File: config.mk
export PLATFORM = sky130hd
export DESIGN_NAME = jellyvl_etherneco_synctimer_slave
export DESIGN_NICKNAME = d
export VERILOG_FILES = /design/src/rtl/jellyvl_etherneco_synctimer_slave.sv
export SDC_FILE = /design/constraint.sdc
export NUM_CORES = 2
export LEC_CHECK = 0
export ABC_CLOCK_PERIOD_IN_PS = 11700
export BUFFER_PORTS_ARGS = -buffer_cell sky130_fd_sc_hd__buf_2
export CAP_MARGIN = 40
export CORE_UTILIZATION = 50
export DETAILED_ROUTE_END_ITERATION = 8
export MAX_ROUTING_LAYER = met4
export PLACE_DENSITY_LB_ADDON = 0.25
export SLEW_MARGIN = 40
export SYNTH_ARGS = -nofsm -noshare
export SYNTH_HDL_FRONTEND = slang
export SYNTH_SLANG_ARGS = --single-unit
File: constraint.sdc
create_clock -name clk -period 11.7 [get_ports clk]
set_clock_uncertainty 0.1 [all_clocks]
set_input_delay 1.17 -clock clk [delete_from_list [all_inputs] [get_ports clk]]
set_output_delay 1.17 -clock clk [all_outputs]
set_load 0.02 [all_outputs]
File: src/rtl/jellyvl_etherneco_synctimer_slave.sv
// EtherNeco sync-timer ring node: local timer, command frame parser,
// override/slew synchronisation and turnaround insertion into the response.
module jellyvl_etherneco_synctimer_slave #(
    parameter int unsigned TIMER_WIDTH     = 64,
    parameter int unsigned NUMERATOR       = 10,
    parameter int unsigned DENOMINATOR     = 3,
    parameter int unsigned MAX_NODES       = 2,
    parameter int unsigned OFFSET_WIDTH    = 24,
    parameter int unsigned ADJUST_INTERVAL = 16,
    parameter int unsigned ADJUST_LIMIT    = 1000
) (
    input  logic                           clk,
    input  logic                           reset,

    output logic [TIMER_WIDTH-1:0]         current_time,
    output logic                           synced,
    output logic signed [OFFSET_WIDTH-1:0] time_error,

    input  logic                           cmd_rx_start,
    input  logic                           cmd_rx_end,
    input  logic                           cmd_rx_error,
    input  logic [7:0]                     cmd_rx_node,
    input  logic [15:0]                    cmd_payload_pos,
    input  logic [7:0]                     cmd_payload_data,
    input  logic                           cmd_payload_valid,

    input  logic                           res_rx_start,
    input  logic [15:0]                    res_payload_pos,
    input  logic                           res_payload_valid,
    output logic [7:0]                     res_replace_data,
    output logic                           res_replace_valid
);

    localparam int unsigned TW     = TIMER_WIDTH;
    localparam int unsigned OW     = OFFSET_WIDTH;
    localparam int unsigned FRAC_W = (DENOMINATOR > 1) ? $clog2(2 * DENOMINATOR) : 1;
    localparam int unsigned ADJ_W  = (ADJUST_INTERVAL > 1) ? $clog2(ADJUST_INTERVAL) : 1;

    localparam logic [TW-1:0]         INC_INT   = TW'(NUMERATOR / DENOMINATOR);
    localparam logic [FRAC_W-1:0]     FRAC_STEP = FRAC_W'(NUMERATOR % DENOMINATOR);
    localparam logic [FRAC_W-1:0]     FRAC_DEN  = FRAC_W'(DENOMINATOR);
    localparam logic [ADJ_W-1:0]      ADJ_LAST  = ADJ_W'(ADJUST_INTERVAL - 1);
    localparam logic signed [OW-1:0]  LIMIT_P   = OW'(ADJUST_LIMIT);
    localparam logic signed [OW-1:0]  LIMIT_N   = -LIMIT_P;

    // timer / slew state
    logic [FRAC_W-1:0]     frac;
    logic [ADJ_W-1:0]      adj_cnt;
    logic signed [OW-1:0]  adj_remaining;

    // frame capture state
    logic [TW-1:0]         t_rx;
    logic [7:0]            my_node;
    logic [63:0]           master_time;
    logic [OW-1:0]         offset;
    logic [1:0]            flags;
    logic                  frame_ok;
    logic                  got_time;
    logic [OW-1:0]         turnaround;

    // combinational helpers
    logic [FRAC_W-1:0]     frac_sum;
    logic                  carry;
    logic [FRAC_W-1:0]     frac_next;
    logic [TW-1:0]         time_inc;
    logic                  slew_tick;
    logic                  node_in_range;
    logic [OW-1:0]         eff_offset;
    logic [TW-1:0]         sum_time;
    logic [TW-1:0]         override_time;
    logic signed [OW-1:0]  err;
    logic signed [OW-1:0]  err_clamped;
    logic                  accept;
    logic [15:0]           pos_off;
    logic                  off_hit;
    logic [2:0]            mt_idx;
    logic [OW-1:0]         off_mask;
    logic [OW-1:0]         off_data;
    logic [15:0]           res_off;

    // Increment, slew tick, accept decision and sync arithmetic
    always_comb begin
        frac_sum      = frac + FRAC_STEP;
        carry         = (frac_sum >= FRAC_DEN);
        frac_next     = carry ? (frac_sum - FRAC_DEN) : frac_sum;
        time_inc      = INC_INT + TW'(carry);
        slew_tick     = (adj_cnt == ADJ_LAST);

        node_in_range = (32'(my_node) < MAX_NODES);
        eff_offset    = node_in_range ? offset : '0;
        sum_time      = TW'(master_time) + TW'(eff_offset);
        override_time = sum_time + (current_time - t_rx) + time_inc;
        err           = OW'(sum_time - t_rx);
        err_clamped   = err;
        if (err > LIMIT_P) begin
            err_clamped = LIMIT_P;
        end else if (err < LIMIT_N) begin
            err_clamped = LIMIT_N;
        end
        accept        = cmd_rx_end && frame_ok && got_time && !cmd_rx_error;
    end

    // Payload byte decode: master time lane and own offset slot lane
    always_comb begin
        pos_off  = cmd_payload_pos - 16'd9;
        off_hit  = (cmd_payload_pos >= 16'd9) && (pos_off[15:2] == 14'(my_node));
        mt_idx   = 3'(cmd_payload_pos - 16'd1);
        off_mask = OW'(32'h0000_00ff << {pos_off[1:0], 3'b000});
        off_data = OW'(32'(cmd_payload_data) << {pos_off[1:0], 3'b000});
    end

    // Local timer with fractional carry, slew steps and sync actions
    always_ff @(posedge clk or posedge reset) begin
        if (reset) begin
            current_time  <= '0;
            frac          <= '0;
            adj_cnt       <= '0;
            adj_remaining <= '0;
            synced        <= 1'b0;
            time_error    <= '0;
        end else begin
            frac    <= frac_next;
            adj_cnt <= slew_tick ? '0 : adj_cnt + ADJ_W'(1);
            if (accept && flags[1]) begin
                current_time  <= override_time;
                adj_remaining <= '0;
                synced        <= 1'b1;
            end else if (accept && flags[0]) begin
                current_time  <= current_time + time_inc;
                time_error    <= err;
                adj_remaining <= err_clamped;
            end else if (slew_tick && !adj_remaining[OW-1] && (adj_remaining != '0)) begin
                current_time  <= current_time + time_inc + TW'(1);
                adj_remaining <= adj_remaining - OW'(1);
            end else if (slew_tick && adj_remaining[OW-1]) begin
                current_time  <= current_time + time_inc - TW'(1);
                adj_remaining <= adj_remaining + OW'(1);
            end else begin
                current_time  <= current_time + time_inc;
            end
        end
    end

    // Command frame capture; an error pulse always wins and discards the frame
    always_ff @(posedge clk or posedge reset) begin
        if (reset) begin
            t_rx        <= '0;
            my_node     <= '0;
            master_time <= '0;
            offset      <= '0;
            flags       <= '0;
            frame_ok    <= 1'b0;
            got_time    <= 1'b0;
        end else begin
            if (cmd_rx_start) begin
                t_rx        <= current_time;
                my_node     <= cmd_rx_node;
                master_time <= '0;
                offset      <= '0;
                flags       <= '0;
                frame_ok    <= 1'b1;
                got_time    <= 1'b0;
            end else if (cmd_payload_valid) begin
                if (cmd_payload_pos == 16'd0) begin
                    flags <= cmd_payload_data[1:0];
                end
                if ((cmd_payload_pos >= 16'd1) && (cmd_payload_pos <= 16'd8)) begin
                    master_time[{mt_idx, 3'b000} +: 8] <= cmd_payload_data;
                end
                if (cmd_payload_pos == 16'd8) begin
                    got_time <= 1'b1;
                end
                if (off_hit) begin
                    offset <= (offset & ~off_mask) | (off_data & off_mask);
                end
            end
            if (cmd_rx_error) begin
                frame_ok <= 1'b0;
            end
        end
    end

    // Turnaround since the latest command start, latched at response start
    always_ff @(posedge clk or posedge reset) begin
        if (reset) begin
            turnaround <= '0;
        end else if (res_rx_start) begin
            turnaround <= OW'(current_time - t_rx);
        end
    end

    // Replace own offset slot of the response with the turnaround bytes
    always_comb begin
        res_off           = res_payload_pos - 16'd9;
        res_replace_valid = 1'b0;
        res_replace_data  = 8'h00;
        if (res_payload_valid && (res_payload_pos >= 16'd9)
                && (res_off[15:2] == 14'(my_node)) && node_in_range) begin
            res_replace_valid = 1'b1;
            res_replace_data  = 8'(32'(turnaround) >> {res_off[1:0], 3'b000});
        end
    end

endmodule

==> summary.txt <==
Logic synthesis
  – Synth top area cells: dfrtp_1 25%, ha_1 11%, xnor2_1 6.9%
  – Leading area contributor after synthesis: dfrtp_1
  – Synth top area share: 25.39%
  – Most frequent cells after synthesis: 394 x nand2_1, 308 x dfrtp_1, 286 x o21ai_0, 274 x ha_1, 274 x nor2_1
  – Mapped Nets: 4098
  – Top-count cell post-synth: nand2_1
  – Post-synthesis async set-or-reset flop share: 100.0%
  – Post-synth cell types: 103
  – Synthesized area: 30360 µm²
  – Top_reg_cell synth: dfrtp_1
  – #FFs+latches synth: 308
  – Mapped Cells: 3759
  – Post-synthesis sequential area ratio: 25.39%
  – Post-Syn Area per Cell: 8.076 µm²
  – Syn. warnings: 0
  – Number of enable flip-flop cells after synthesis: 0

Power and ir drop
  – Leak Pwr: 15.00 nW
  – Net Sw Frac: 30.73%
  – Pwr Total: 2.871 mW
  – PD cells: 87.25 nW/µm²
  – Clock power frac: 41.7%
  – P_sw: 0.8825 mW
  – Cell internal pwr: 1.989 mW
  – VDD IR max: 0.09967 mV
  – Logic pwr share: 19.6%
  – Reg power frac: 38.7%

Worst hold path
  – Hold Path Sink: synced
  – Cells on Worst Hold Path: 1
  – Hold path start: synced
  – Worst min path class: flop to flop

Route
  – Antenna Nets Post-Route: 0
  – WL per Instance: 20.83 µm
  – Vias: 28920
  – Vias per cell: 6.269
  – Final wirelength: 96.10 mm
  – Post-route DRC: 0
  – Number of detailed-route iterations in the first pass: 5
  – DRT iter0 DRCs: 3015

Final layout
  – Layout cell share with drive strength beyond 1: 9.273%
  – P&R area growth vs syn: 8.412%
  – Fillers: 5739
  – Final core occ: 55.35%
  – Nets: 4149

Placement
  – Routability congestion estimate: 0.9936
  – I/O Buffers: 153
  – HPWL Detailed: 74.61 mm

Global route
  – Largest net degree at the start of global routing: 129
  – Gr ovfl total: 0
  – Vias in the first global route: 26470
  – Gr usage total: 31.34%
  – First-pass GRT wire length: 151.0 mm
  – Antenna violations before repair: 0

STA
  – Setup_tns: 0 ps
  – Hold slack final: 357.5 ps
  – Slew headroom: 44.51%
  – Min Tclk post-route: 7989 ps
  – Final Max Tran Viols: 0
  – Setup violations, final: 0
  – Fmax: 125.2 MHz
  – Unrepaired setup endpoints after global routing: false
  – Hold Vio Cnt, Final: 0
  – Worst-Margin Slew: 811.3 ps
  – Final period utilization: 68.28%

Clocking
  – H-tree levels: 2
  – CTS Hold Bufs: 0
  – CTS buffer count: 38
  – Post-CTS Setup Bufs: 0
  – Post-cts resize count: 0
  – Sink Count: 308
  – Max Root-Sink Buffers: 3
  – CTS tree: built
  – Clock root cell: clkbuf_16
  – Clk Latency, worst-skew pair: 580 ps
  – Clock transition at path regs: 60 ps

Floorplanning
  – Row cnt: 89
  – Core Area: 59460 µm²
  – Die width: 248.4 µm
  – Ports: 154
  – Die area: 61710 µm²
  – Initial Util: 51.05%
  – Die Height: 248.4 µm

Critical path
  – Crit end category: flop
  – Arr. time, crit path: 8350 ps
  – Delay of the slowest critical-path stage: 540 ps
  – R2R cell count: 30
  – Critical R2R Launch: my_node[3]
  – Reg2Reg Setup Slack: 3710 ps
  – Worst Setup SP: my_node[3]
  – Crit path kind: flop to flop
  – Crit path required time: 12060 ps
  – Reg2reg end: current_time[62]
  – Peak fanout along the critical path: 25
  – Slowest cell on crit path: or4_1
  – Crit path launch type: flop

Job
  – Max cap viols: 0

Status
  – Status: finished, final reports clean
[worst max-delay path, delay by kind of cell (launching register included)]
| kind | cells | cell delay (ps) |
|---|---|---|
| XOR/XNOR | 1 | 250 |
| flip-flops | 1 | 440 |
| AO/OA/AOI/OAI | 14 | 3070 |
| buffers and inverters | 3 | 540 |
| AND/OR/NAND/NOR | 8 | 2260 |
| adder cells (fa/ha/maj) | 4 | 1210 |
[cell families after synthesis]
family          count (synthesis)  share of synthesized area, %
mux                            79                         2.745
buf+inv                       333                         4.377
flops                         308                         25.39
fa+ha+maj                     283                         11.89
simple gates                 1357                         23.24
compound gates               1043                         22.09
xor+xnor                      356                         10.27
[stage by stage]
stage          setup slack (ps)  instances  area, µm²
4_1_cts                    3723       4612      32890
3_5_place_dp               3774       4543      31640
2_1_floorplan              1914       3759      30360
6_report                   3711       4613      32910
5_1_grt                    3068       4612      32910
3_3_place_gp               3954       4543      31610
[final cells by class]
class	count	area [µm²]	share of cell area, %
Multi-Input combinational cell	3118	21370	64.93
Sequential cell	308	7707	23.42
Clock buffer	48	1050	3.190
Timing Repair Buffer	177	968.4	2.943
Tap cell	773	967.2	2.939
Inverter	167	639.4	1.943
Clock inverter	21	206.4	0.6273
Antenna cell	1	2.502	0.007603
[flip-flops by register name (all words and copies together) (netlist names), 4 cells and up]
register       cells
adj_cnt            4
master_time       64
my_node            8
adj_remaining     24
t_rx              64
current_time      64
time_error        24
turnaround        24
offset            24
[cell usage in the layout, fill, tap and decap left out, drive strengths merged, types with 31 or more instances in the layout]
cell type  Yosys  final
inv          167    167
a21o          96     96
and3          51     51
clkbuf       116     48
nor3         104    104
mux2          34     34
nand2        396    396
nand4         75     75
o21ai        295    295
o21bai        35     35
mux2i         45     45
xnor2        238    238
nand3        125    125
a21oi        269    269
a31oi         38     38
nand2b        37     37
nor2         276    276
nor2b         31     31
nor4          65     65
and4          33     33
and2          56     56
buf           50    177
ha           274    274
dfrtp        308    308
xor2         118    118
a22o          70     70
[worst max-delay path by stage]
stage / end / slack (ps)
after global routing: current_time[62] / 3070
after detailed placement: current_time[62] / 3770
after CTS: current_time[62] / 3720
after global placement: current_time[62] / 3950
after floorplan: adj_cnt[0] / 1910
final: current_time[62] / 3710
[power groups by stage]
| stage | clock network, mW | registers [mW] | logic (mW) |
|---|---|---|---|
| after floorplan | 0 | 1.13 | 0.397 |
| after global placement | 0 | 1.13 | 0.548 |
| after detailed placement | 0 | 1.13 | 0.548 |
| after CTS | 1.22 | 1.11 | 0.553 |
| after global routing | 1.26 | 1.11 | 0.619 |
| final | 1.20 | 1.11 | 0.562 |
[per-layer routing]
layer	vias up	global-route usage, %	routed length [µm]
met3	154	4.899	8190
met2	1181	45.17	40360
met4	0	7.968	2415
li1	13790	-	-
met5	-	-	0
met1	13790	45.39	45140
(Power assumes the default switching activity.)
